`src/rtl/serial_adder_if.sv`:
```
// serial_adder_if -- operand/result bundle for the bit-serial adder.
//   start            request to begin an operation (sampled while ready=1)
//   a, b             operands, WIDTH bits
//   in_carry         carry-in (add) / borrow-in (subtract)
//   subtract         0 = a+b+in_carry, 1 = a-b-in_carry
//   ready            adder idle and able to accept start
//   done             one-cycle pulse when a new result is presented
//   sum              registered result
//   out_carry        carry-out (add) / inverted borrow (subtract)
//   overflow         signed overflow of the last result
// master drives the request side; slave is the adder.
interface serial_adder_if #(
  parameter int WIDTH = 8
);
  logic             start;
  logic [WIDTH-1:0] a;
  logic [WIDTH-1:0] b;
  logic             in_carry;
  logic             subtract;
  logic             ready;
  logic             done;
  logic [WIDTH-1:0] sum;
  logic             out_carry;
  logic             overflow;

  modport master (
    output start, a, b, in_carry, subtract,
    input  ready, done, sum, out_carry, overflow
  );

  modport slave (
    input  start, a, b, in_carry, subtract,
    output ready, done, sum, out_carry, overflow
  );
endinterface

```
`src/rtl/serial_adder.sv`:
```
// serial_adder -- bit-serial add/subtract, one bit per clock, LSB first.
//   clock    rising-edge clock for all state
//   reset_n  asynchronous active-low reset
//   bus      serial_adder_if.slave (start/a/b/in_carry/subtract in,
//            ready/done/sum/out_carry/overflow out)
//
// state | meaning
// IDLE  | ready=1, waiting for start; last result held on the outputs
// RUN   | one full-adder step per edge, WIDTH edges in total
// DONE  | done pulse cycle, returns to IDLE on the next edge
module serial_adder #(
  parameter int WIDTH = 8
) (
  input  logic           clock,
  input  logic           reset_n,
  serial_adder_if.slave  bus
);

  localparam int CW = $clog2(WIDTH + 1);
  localparam logic [CW-1:0] LAST_CNT = CW'(WIDTH - 1);

  typedef enum logic [1:0] {IDLE, RUN, DONE} state_t;

  state_t           state_q,   state_d;
  logic [WIDTH-1:0] a_sr_q,    a_sr_d;
  logic [WIDTH-1:0] b_sr_q,    b_sr_d;
  logic [WIDTH-1:0] res_sr_q,  res_sr_d;
  logic             carry_q,   carry_d;
  logic [CW-1:0]    cnt_q,     cnt_d;
  logic [WIDTH-1:0] sum_q,     sum_d;
  logic             cout_q,    cout_d;
  logic             ovf_q,     ovf_d;
  logic             done_q,    done_d;

  logic             fa_a, fa_b, fa_s, fa_c;
  logic [WIDTH-1:0] res_shift;

  always_comb begin
    fa_a = a_sr_q[0];
    fa_b = b_sr_q[0];
    fa_s = fa_a ^ fa_b ^ carry_q;
    fa_c = (fa_a & fa_b) | (fa_a & carry_q) | (fa_b & carry_q);
    // Shift written this way so WIDTH=1 needs no special case.
    res_shift            = res_sr_q >> 1;
    res_shift[WIDTH-1]   = fa_s;
  end

  always_comb begin
    state_d  = state_q;
    a_sr_d   = a_sr_q;
    b_sr_d   = b_sr_q;
    res_sr_d = res_sr_q;
    carry_d  = carry_q;
    cnt_d    = cnt_q;
    sum_d    = sum_q;
    cout_d   = cout_q;
    ovf_d    = ovf_q;
    done_d   = 1'b0;

    case (state_q)
      IDLE: begin
        if (bus.start) begin
          a_sr_d  = bus.a;
          // Subtract as a + ~b + 1; a borrow-in removes that +1.
          b_sr_d  = bus.subtract ? ~bus.b : bus.b;
          carry_d = bus.in_carry ^ bus.subtract;
          cnt_d   = '0;
          state_d = RUN;
        end
      end
      RUN: begin
        a_sr_d   = a_sr_q >> 1;
        b_sr_d   = b_sr_q >> 1;
        res_sr_d = res_shift;
        carry_d  = fa_c;
        cnt_d    = cnt_q + CW'(1);
        if (cnt_q == LAST_CNT) begin
          sum_d   = res_shift;
          cout_d  = fa_c;
          // carry_q is the carry into the MSB stage on this edge.
          ovf_d   = carry_q ^ fa_c;
          done_d  = 1'b1;
          state_d = DONE;
        end
      end
      DONE: begin
        state_d = IDLE;
      end
      default: begin
        state_d = IDLE;
      end
    endcase
  end

  always_ff @(posedge clock or negedge reset_n) begin
    if (!reset_n) begin
      state_q  <= IDLE;
      a_sr_q   <= '0;
      b_sr_q   <= '0;
      res_sr_q <= '0;
      carry_q  <= 1'b0;
      cnt_q    <= '0;
      sum_q    <= '0;
      cout_q   <= 1'b0;
      ovf_q    <= 1'b0;
      done_q   <= 1'b0;
    end else begin
      state_q  <= state_d;
      a_sr_q   <= a_sr_d;
      b_sr_q   <= b_sr_d;
      res_sr_q <= res_sr_d;
      carry_q  <= carry_d;
      cnt_q    <= cnt_d;
      sum_q    <= sum_d;
      cout_q   <= cout_d;
      ovf_q    <= ovf_d;
      done_q   <= done_d;
    end
  end

  assign bus.ready     = (state_q == IDLE);
  assign bus.done      = done_q;
  assign bus.sum       = sum_q;
  assign bus.out_carry = cout_q;
  assign bus.overflow  = ovf_q;

endmodule

```
`src/flat_wrapper.sv`:
```
// flat-port wrapper written by rule: the top's interface ports become plain ports
module serial_adder_flat 
#(
  parameter int WIDTH = 8
)
  (clock, reset_n, bus_start, bus_a, bus_b, bus_in_carry, bus_subtract, bus_ready, bus_done, bus_sum, bus_out_carry, bus_overflow);
  serial_adder_if #(.WIDTH(WIDTH)) bus_i ();
  input  logic clock;
  input  logic reset_n;
  input wire logic [$bits(bus_i.start)-1:0] bus_start;
  input wire logic [$bits(bus_i.a)-1:0] bus_a;
  input wire logic [$bits(bus_i.b)-1:0] bus_b;
  input wire logic [$bits(bus_i.in_carry)-1:0] bus_in_carry;
  input wire logic [$bits(bus_i.subtract)-1:0] bus_subtract;
  output wire logic [$bits(bus_i.ready)-1:0] bus_ready;
  output wire logic [$bits(bus_i.done)-1:0] bus_done;
  output wire logic [$bits(bus_i.sum)-1:0] bus_sum;
  output wire logic [$bits(bus_i.out_carry)-1:0] bus_out_carry;
  output wire logic [$bits(bus_i.overflow)-1:0] bus_overflow;
  assign bus_i.start = bus_start;
  assign bus_i.a = bus_a;
  assign bus_i.b = bus_b;
  assign bus_i.in_carry = bus_in_carry;
  assign bus_i.subtract = bus_subtract;
  assign bus_ready = bus_i.ready;
  assign bus_done = bus_i.done;
  assign bus_sum = bus_i.sum;
  assign bus_out_carry = bus_i.out_carry;
  assign bus_overflow = bus_i.overflow;
  serial_adder #(.WIDTH(WIDTH)) u_core (.clock(clock), .reset_n(reset_n), .bus(bus_i));
endmodule
```
`config.mk`:
```
export PLATFORM = sky130hd
export DESIGN_NAME = serial_adder_flat
export DESIGN_NICKNAME = d
export VERILOG_FILES = /design/src/rtl/serial_adder_if.sv /design/src/rtl/serial_adder.sv /design/src/flat_wrapper.sv
export SDC_FILE = /design/constraint.sdc
export NUM_CORES = 1
export LEC_CHECK = 0
export ABC_AREA = 1
export BUFFER_PORTS_ARGS = -buffer_cell sky130_fd_sc_hd__clkbuf_2
export CAP_MARGIN = 30
export CORE_UTILIZATION = 50
export DETAILED_ROUTE_END_ITERATION = 16
export GPL_ROUTABILITY_DRIVEN = 1
export PLACE_DENSITY_LB_ADDON = 0.05
export REMOVE_ABC_BUFFERS = 1
export SYNTH_ARGS = -nofsm -noshare
export SYNTH_HDL_FRONTEND = slang
export SYNTH_SLANG_ARGS = --single-unit
```
`constraint.sdc`:
```
create_clock -name clock -period 1.2 [get_ports clock]
set_input_delay 0.18 -clock clock [delete_from_list [all_inputs] [get_ports clock]]
set_output_delay 0.18 -clock clock [all_outputs]
set_load 0.005 [all_outputs]
```
==> metrics.yaml, run 1 <==
status:
  status: "complete, but fails checks"
  violations: "negative setup slack"
pwr:
  leakage_nw: 1.35
  power_mw: 5.79
  pwr-share-seq_pct: 40.9
  powerDensity_nw_per_um2: 2300
  power_frac_comb_pct: 44.2
  power_switching_mw: 2.18
  pwr-share-clk_pct: 14.9
  vdd.ir_drop.worst_uv: 1160
  p_int_mw: 3.61
  p_sw_share_pct: 37.7
worst_hold_path:
  min_from: "bus_a[7]"
  min_path_type: "in -> reg"
sta:
  setup_tns_ps: -41.5
  setup-violations-final: 4
  relSlewSlack_pct: 80.8
  worstMarginPinSlew_ps: 288
  slew_viol_final: 0
  setup_ws_ps: -20.5
  hold_violations: 0
  rsz0062_at_grt: "yes"
  clock_skew_ps: 3.32
  fin_crit_sh_pct: 102
  max_freq_ghz: 0.819
  min_period_ps: 1220
synth:
  synth_area_per_cell_sq_um: 8.30
  seq_area_frac_synth_pct: 53.0
  netlist_instances: 233
  ys_seq_elements: 41
  yosys.cell_types.count: 18
  ys_warn_count: 0
  netlist_area_sq_um: 1930
critical_path:
  startpoint: "u_core.state_q[1]"
  critPathRequiredTime_ps: 1380
  cp.arrival_ps: 1410
  critPathMaxFanout: 5
  critical_path.startpoint_type: "register"
  crit_type: "reg -> reg"
  r2r-start: "u_core.state_q[1]"
  crit_path_end_kind: "register"
clock_tree:
  insertion_delay_ps: 290
  cts_tree: "yes"
  cts_max_level: 2
  max-clock-path-buffers: 2
  path_clk_slew_ps: 80
  cts.sinks: 41
  numCtsBuffers: 5
  root_buffer: "clkbuf_8"
global_route:
  antenna_found_initial: 0
  track_usage_pct: 21.6
  grt_overflow: 0
  grt_pass1_wl_um: 6690
  grt_start_max_net_pins: 42
  first_global_vias: 1463
floorplan:
  row_count: 22
  start_util_pct: 52.4
  die_w_um: 64.2
  io_pins: 33
  die_h_um: 64.2
  dieArea_sq_um: 4120
  core_sq_um: 3690
cells_and_area:
  n_antenna_cell: 0
  fin_area_sq_um: 2520
  areaGrowthSynthToFinish_pct: 30.3
  fin_nets: 309
  final_cells: 335
  drive_above_1_share_pct: 29.6
drt:
  drt_iter0_drc: 125
  antenna_left: 0
  drt_pass1_iterations: 4
  wire_per_inst_um: 12.3
  wl_um: 4130
  vias: 1657
  vias_per_cell: 4.95
  drc_errors: 0
placement:
  place_inst: 315
  pre_cts_ws_ps: -50.2
  gp_congestion: 0.762
  portBuffers: 32
  postPlaceCellArea_sq_um: 2180
  dp.final_hpwl_um: 2430
run:
  max_cap_viol_count: 0
worst max-delay path, stage by stage (launching register included):
cell     delay [ps]
dfrtp_2         440
buf_6           140
nor2_4          190
buf_6           140
nand2_4          70
nand2_2          70
nand2_1          60
cell families (layout without fill, tap and decap cells):
kind of cell	Yosys count	count (layout)	synth area share (%)
and+or+nand+nor	155	157	34.6
DFF	41	41	53.0
buffers and inverters	25	77	7.70
AOI/OAI and AO/OA	8	8	2.07
adders and majority gates	2	2	1.68
xor gates and xnor gates	2	2	0.906
stage by stage:
| step | hold WS [ps] | utilization [%] |
|---|---|---|
| 2_1_floorplan | -116 | - |
| 3_3_place_gp | 175 | 59.0 |
| 3_5_place_dp | 173 | 59.0 |
| 4_1_cts | 68.2 | 62.8 |
| 5_1_grt | 105 | 68.4 |
| 6_report | 78.2 | 68.4 |
what timing repair did:
item | in CTS | in global routing
endpoints found under the hold margin | 41 | 0
cloned | 1 | 3
buffers inserted | 3 | 5
hold buffers | 1 | 0
gates resized for setup | 7 | 33
endpoints found under the setup margin | 11 | 36
pin swaps | 3 | 11
cell usage after synthesis (all sizes together):
cell type | instances | share of area [%]
nor2 | 6 | 2.3
xnor2 | 1 | 0.45
dfrtp | 41 | 53
nand4 | 1 | 0.32
nand2 | 102 | 20
nand3 | 46 | 12
o21ai | 8 | 2.1
ha | 1 | 0.65
xor2 | 1 | 0.45
buf | 10 | 4.8
fa | 1 | 1.0
inv | 15 | 2.9
final timing paths:
check	end	slack, ps	cells after the start
setup / recovery	u_core.bus.out_carry	-20	6
hold / removal	u_core.a_sr_q[7]	80	3
setup reg to reg	u_core.bus.out_carry	-20	6
hold reg to reg	u_core.bus.sum[6]	470	2
max in group asynchronous	u_core.state_q[1]	600	3
min in group asynchronous	u_core.bus.sum[0]	390	3
sequential cells by signal, summed over array words and instances, names as in the netlist:
name                  count
u_core.b_sr_q             8
u_core.state_q            2
u_core.cnt_q              4
u_core.res_sr_q           7
u_core.bus.out_carry      1
u_core.bus.sum            8
u_core.a_sr_q             8
u_core.bus.overflow       1
u_core.carry_q            1
u_core.bus.done           1
cells in the final DEF (no fill, tap or decap):
master	n
inv_1	12
nor2_1	2
clkbuf_16	2
clkbuf_2	32
nand2_1	90
clkinv_2	2
buf_4	8
clkbuf_8	5
inv_4	1
nand4_1	1
dfrtp_2	1
xnor2_1	1
fa_2	1
buf_12	3
clkbuf_1	1
nand2_4	5
nand2_2	8
nand3_1	45
dlygate4sd3_1	1
o21ai_0	5
xor2_1	1
buf_6	8
nor2_4	5
nand3_4	1
ha_4	1
o21ai_1	3
dfrtp_1	40
inv_2	2
final cells by class:
cell class                 instances  area, sq um
clock buffer                       6         72.6
clock inverter                     2         10.0
fill                             327         1170
inverter                          15         58.8
multi-input combinational        169          862
sequential                        41         1030
tap                               48         60.1
timing repair buffer              54          430
layer usage:
layer	GRT usage [%]	vias up	part of all wire, %
met1	29.2	761	45
li1	-	849	-
met4	8.33	0	1.3
met3	5.89	6	4.3
met2	33.0	41	49
met5	0	-	0
power by group through the flow:
| stage | Sequential [mW] | Combinational, mW | Clock, mW |
|---|---|---|---|
| after floorplan | 2.31 | 1.13 | 0 |
| after global placement | 2.32 | 1.90 | 0 |
| after detailed placement | 2.33 | 1.93 | 0 |
| after CTS | 2.31 | 2.07 | 0.881 |
| after global routing | 2.44 | 2.91 | 0.931 |
| final | 2.37 | 2.56 | 0.863 |
No activity file was read; power rests on OpenSTA's default activity.
==> run 2, diff against run 1 <==
RECOVER_POWER = 50   (was unset)
==> run 2 against run 1 <==
  * The flow still finishes with violations (negative setup slack)
  * Sequential power hardly changed
  * Cell count unchanged
  * Global-route usage unchanged
==> metrics.yaml, run 2 (synthesis results as in run 1) <==
pwr:
  leakage_nw: 1.35  # -0.36%
  power_frac_comb_pct: 44.2  # about the same
  p_sw_share_pct: 37.7  # about the same
  pwr-share-clk_pct: 14.9  # about the same
  powerDensity_nw_per_um2: 2310  # +0.39%
  pwr-share-seq_pct: 40.9  # about the same
  vdd.ir_drop.worst_uv: 1160  # about the same
  power_switching_mw: 2.18  # about the same
  power_mw: 5.78  # -0.11%
  p_int_mw: 3.60  # -0.14%
sta:
  rsz0062_at_grt: "yes"
  hold_violations: 0  # unchanged
  min_period_ps: 1220  # unchanged
  max_freq_ghz: 0.819  # unchanged
  relSlewSlack_pct: 63.6  # -17 points
  clock_skew_ps: 3.32  # unchanged
  hold_ws_ps: 78.2  # unchanged
  fin_crit_sh_pct: 102  # unchanged
  worstMarginPinSlew_ps: 546  # +258 ps
  setup-violations-final: 4  # unchanged
  setup_ws_ps: -20.5  # unchanged
  slew_viol_final: 0  # unchanged
clock_tree:
  path_clk_slew_ps: 80  # about the same
  cts_tree: "yes"
  cts_max_level: 2  # unchanged
  cts.sinks: 41  # unchanged
  numCtsBuffers: 5  # unchanged
  root_buffer: "clkbuf_8"
  insertion_delay_ps: 290  # about the same
  max-clock-path-buffers: 2  # unchanged
critical_path:
  crit_type: "reg -> reg"
  critPathRequiredTime_ps: 1380  # about the same
  cp.depth: 6  # unchanged
  r2r.worst_path.cells: 6  # unchanged
  cp_num_buf_inv: 2  # unchanged
  critical_path.startpoint_type: "register"
  critPathMaxFanout: 5  # unchanged
  slowest_stage: "dfrtp_2"
  crit_family: "flip-flops"
  r2r-start: "u_core.state_q[1]"
  cp.arrival_ps: 1410  # about the same
  cp_cell_sequence: "buf_6, nor2_4, buf_6, nand2_4, nand2_2, nand2_1"
  startpoint: "u_core.state_q[1]"
  max_stage_delay_ps: 440  # about the same
  cpMostUsedCell: "buf_6"
  crit_path_end_kind: "register"
cells_and_area:
  drive_above_1_share_pct: 29.6  # unchanged
  n_antenna_cell: 0  # unchanged
  final_cell_mix: "nand2_1, nand3_1, dfrtp_1, clkbuf_2, inv_1"
  final_common_cell: "nand2_1"
  areaGrowthSynthToFinish_pct: 29.7
  fin_area_sq_um: 2510  # -0.50%
  fin_nets: 309  # unchanged
floorplan:
  row_count: 22  # unchanged
  dieArea_sq_um: 4120  # unchanged
  start_util_pct: 52.4  # unchanged
  io_pins: 33  # unchanged
  die_h_um: 64.2  # unchanged
  core_sq_um: 3690  # unchanged
  die_w_um: 64.2  # unchanged
global_route:
  first_global_vias: 1463  # unchanged
  gr-usage-met3_pct: 5.89  # unchanged
  antenna_found_initial: 0  # unchanged
  grt_util_met1_pct: 29.2  # unchanged
  grt_start_max_net_pins: 42  # unchanged
  grt_overflow: 0  # unchanged
  busiest_layer: "met2"
  track_usage_pct: 21.6  # unchanged
  use_met2_pct: 33.0  # unchanged
  grt_pass1_wl_um: 6690  # unchanged
status:
  status: "complete, but fails checks"
  violations: "negative setup slack"
drt:
  antenna_left: 0  # unchanged
  drt_pass1_iterations: 4  # unchanged
  vias: 1656  # -0.060%
  drt_iter0_drc: 125  # unchanged
  wire_per_inst_um: 12.3  # unchanged
  wl_um: 4130  # unchanged
  vias_per_cell: 4.94  # about the same
  drc_errors: 0  # unchanged
worst_hold_path:
  min_from: "bus_a[7]"
  min_path_type: "in -> reg"
  hold_path_depth: 3  # unchanged
placement:
  dp.final_hpwl_um: 2430  # unchanged
  portBuffers: 32  # unchanged
  pre_cts_ws_ps: -50.2  # unchanged
  gp_congestion: 0.762  # unchanged
  postPlaceCellArea_sq_um: 2180  # unchanged
run:
  max_cap_viol_count: 0  # unchanged
[run 2: cell types whose count changed in the layout (fill, tap and decap cells not counted)]
cell | previous run | this run
buf_12 | 3 | 2
clkbuf_4 | 0 | 1
[run 2: layer usage]
metal  share of wire, %  wire (um)
met1                 45       1880
met2                 49       2020
met3                4.3        177
met4                1.3         55
met5                  0          0
[run 2: final timing paths]
kind / end / slack, ps
setup / recovery: u_core.bus.out_carry / -20
hold / removal: u_core.a_sr_q[7] / 80
setup reg to reg: u_core.bus.out_carry / -20
hold reg to reg: u_core.bus.sum[6] / 470
max in group asynchronous: u_core.state_q[1] / 280
min in group asynchronous: u_core.bus.sum[0] / 520
[run 2: layout make-up]
type | count | area, sq um
clock buffers | 6 | 72.6
fillers | 329 | 1180
multi-input cells | 169 | 862
inverters | 15 | 58.8
clock inverters | 2 | 10.0
repair buffers | 54 | 418
flip-flops and latches | 41 | 1030
well taps | 48 | 60.1
[run 2: timing repair]
action | 4_1_cts | 5_1_grt
resized for setup | 7 | 33
setup buffers | 3 | 5
cloned | 1 | 3
setup endpoints to repair | 11 | 36
hold buffers | 1 | 0
endpoints found under the hold margin | 41 | 0
pin swaps | 3 | 11
[run 2: power groups by stage]
| stage | sequential [mW] | combinational (mW) | clock (mW) |
|---|---|---|---|
| 2_1_floorplan | 2.31 | 1.13 | 0 |
| 3_3_place_gp | 2.32 | 1.90 | 0 |
| 3_5_place_dp | 2.33 | 1.93 | 0 |
| 4_1_cts | 2.31 | 2.07 | 0.881 |
| 5_1_grt | 2.44 | 2.90 | 0.931 |
| 6_report | 2.37 | 2.56 | 0.863 |
[run 2: per-stage QoR]
stage | cells | TNS [ps] | utilization (%)
after floorplan | 223 | -161 | -
after global placement | 315 | -36.6 | 59.0
after detailed placement | 315 | -127 | 59.0
after CTS | 328 | -319 | 62.8
after global routing | 335 | -1060 | 68.0
final | 335 | -41.5 | 68.0
[run 2: worst min-delay path: stages]
cell	delay, ps
clkbuf_2	70
nand2_1	40
nand2_1	40
==> run 3, diff against run 2 <==
REMOVE_ABC_BUFFERS = unset   (was 1)
SKIP_CTS_REPAIR_TIMING = 1   (was unset)
==> run 3 against run 2 <==
  * The flow still finishes with violations (negative setup slack)
  * Routed wire length up 2.5%
  * Utilization up 2.0 points
  * Fmax down 2.6%
  * Worst setup slack worse by 32 ps
  * Critical endpoint is now bus_ready
  * Highest routed layer unchanged
==> metrics.yaml, run 3 (synthesis results as in run 1) <==
floorplan:
  dieArea_sq_um: 4120  # unchanged
  io_pins: 33  # unchanged
  row_count: 22  # unchanged
  start_util_pct: 52.4  # unchanged
  core_sq_um: 3690  # unchanged
  die_w_um: 64.2  # unchanged
  die_h_um: 64.2  # unchanged
critical_path:
  critical_path.startpoint_type: "register"
  crit_path_end_kind: "output pin"
  slowest_stage: "dfrtp_2"
  max_stage_delay_ps: 440  # about the same
  critPathMaxFanout: 4  # -1
  cp_cell_sequence: "nor2_4, buf_6, buf_6"
  cp.arrival_ps: 1070  # -340 ps
  critPathRequiredTime_ps: 1020  # -360 ps
  crit_type: "reg -> out"
  cpMostUsedCell: "buf_6"
cells_and_area:
  utilization_pct: 70.0  # +2.0 points
  areaGrowthSynthToFinish_pct: 33.6
  n_antenna_cell: 0  # unchanged
  register_area_sq_um: 1030  # +0.12%
  drive_above_1_share_pct: 32.9  # +3.3 points
  fin_nets: 314  # +1.6%
  final_cell_mix: "nand2_1, nand3_1, dfrtp_1, clkbuf_2, buf_4"
  multi_input_area_sq_um: 867  # +0.58%
  final_common_cell: "nand2_1"
  fillers: 307  # -6.7%
status:
  status: "complete, but fails checks"
  violations: "negative setup slack"
clock_tree:
  cts_max_level: 2  # unchanged
  max-clock-path-buffers: 2  # unchanged
  root_buffer: "clkbuf_8"
  insertion_delay_ps: 290  # about the same
  numCtsBuffers: 5  # unchanged
  path_clk_slew_ps: 80  # about the same
  cts_tree: "yes"
  cts.sinks: 41  # unchanged
pwr:
  powerDensity_nw_per_um2: 2400  # +4.2%
  leakage_nw: 1.39  # +3.2%
  vdd.ir_drop.worst_uv: 1160  # -0.40%
sta:
  slew_viol_final: 0  # unchanged
  setup_ws_ps: -52.7  # -32.2 ps
  min_period_ps: 1250  # +32.2 ps
  relSlewSlack_pct: 63.4  # -0.23 points
  worstMarginPinSlew_ps: 550  # +3.44 ps
  rsz0062_at_grt: "yes"
  setup-violations-final: 3  # -1
  hold_violations: 0  # unchanged
  max_freq_ghz: 0.798  # -2.6%
  fin_crit_sh_pct: 104  # +2.7 points
  clock_skew_ps: 8.40  # +5.08 ps
run:
  max_cap_viol_count: 0  # unchanged
drt:
  drt_pass1_iterations: 4  # unchanged
  drc_errors: 0  # unchanged
  antenna_left: 0  # unchanged
  drt_iter0_drc: 136  # +8.8%
  wire_per_inst_um: 12.5  # +1.0%
  vias: 1680  # +1.4%
  vias_per_cell: 4.94  # about the same
  wl_um: 4230  # +2.5%
global_route:
  antenna_found_initial: 0  # unchanged
  grt_pass1_wl_um: 6520  # -2.5%
  grt_start_max_net_pins: 42  # unchanged
  first_global_vias: 1476  # +0.89%
  track_usage_pct: 20.5  # -1.1 points
  grt_overflow: 0  # unchanged
synth:
  syn_nets: 256
worst_hold_path:
  min_path_type: "in -> reg"
placement:
  portBuffers: 32  # unchanged
  dp.final_hpwl_um: 2540  # +4.5%
  pre_cts_ws_ps: -41.2  # +8.96 ps
  gp_congestion: 0.783  # +2.7%
-- run 3: cell types whose count changed in the layout (fill, tap and decap cells not counted), sizes merged --
cell,delta
clkinv,-2
bufinv,+1
clkbuf,-1
clkinvlp,+1
buf,+6
-- run 3: area by class of cell --
class	instances	area share (%)
clock buffer	6	3.20
clock inverter	2	1.45
inverter	15	2.28
multi-input combinational	169	33.6
sequential	41	39.8
tap	48	2.32
timing repair buffer	59	17.4
-- run 3: final timing paths --
kind / startpoint / endpoint / slack (ps) / cells past startpoint
worst min register to register: u_core.res_sr_q[7] / u_core.bus.sum[6] / 470 / 2
max in group asynchronous: reset_n / u_core.state_q[1] / 280 / 3
worst min-delay path: bus_a[7] / u_core.a_sr_q[7] / 80 / 3
worst max register to register: u_core.a_sr_q[0] / u_core.carry_q / -20 / 4
min in group asynchronous: reset_n / u_core.res_sr_q[5] / 530 / 3
worst max-delay path: u_core.state_q[1] / bus_ready / -50 / 3
-- run 3: power by group --
group | total [mW] | switching [mW] | internal (mW)
registers | 2.38 | 0.422 | 1.96
logic | 2.69 | 1.35 | 1.34
clock network | 1.14 | 0.465 | 0.676
-- run 3: layer usage --
metal  wire length [um]  track usage (%)
met3                146             4.29
met2               2080             32.7
met4                 65             8.33
met1               1940             27.3
met5                  0                0
-- run 3: worst max-delay path: cells and delay by family (launching register included) --
family / cells / cell delay, ps
flip-flops: 1 / 440
buffers and inverters: 2 / 200
AND/OR/NAND/NOR: 1 / 140
-- run 3: through the flow --
stage / hold slack (ps) / cells / instance area (sq um) / power (mW) / TNS, ps
finish: 80.0 / 340 / 2580 / 6.21 / -78.0
global route: 92.7 / 340 / 2580 / 6.64 / -1080
CTS: -139 / 324 / 2310 / 5.47 / -544
detailed placement: 171 / 316 / 2190 / 4.31 / -262
global placement: 173 / 316 / 2190 / 4.27 / 0
floorplan: -116 / 233 / 1940 / 3.67 / 0
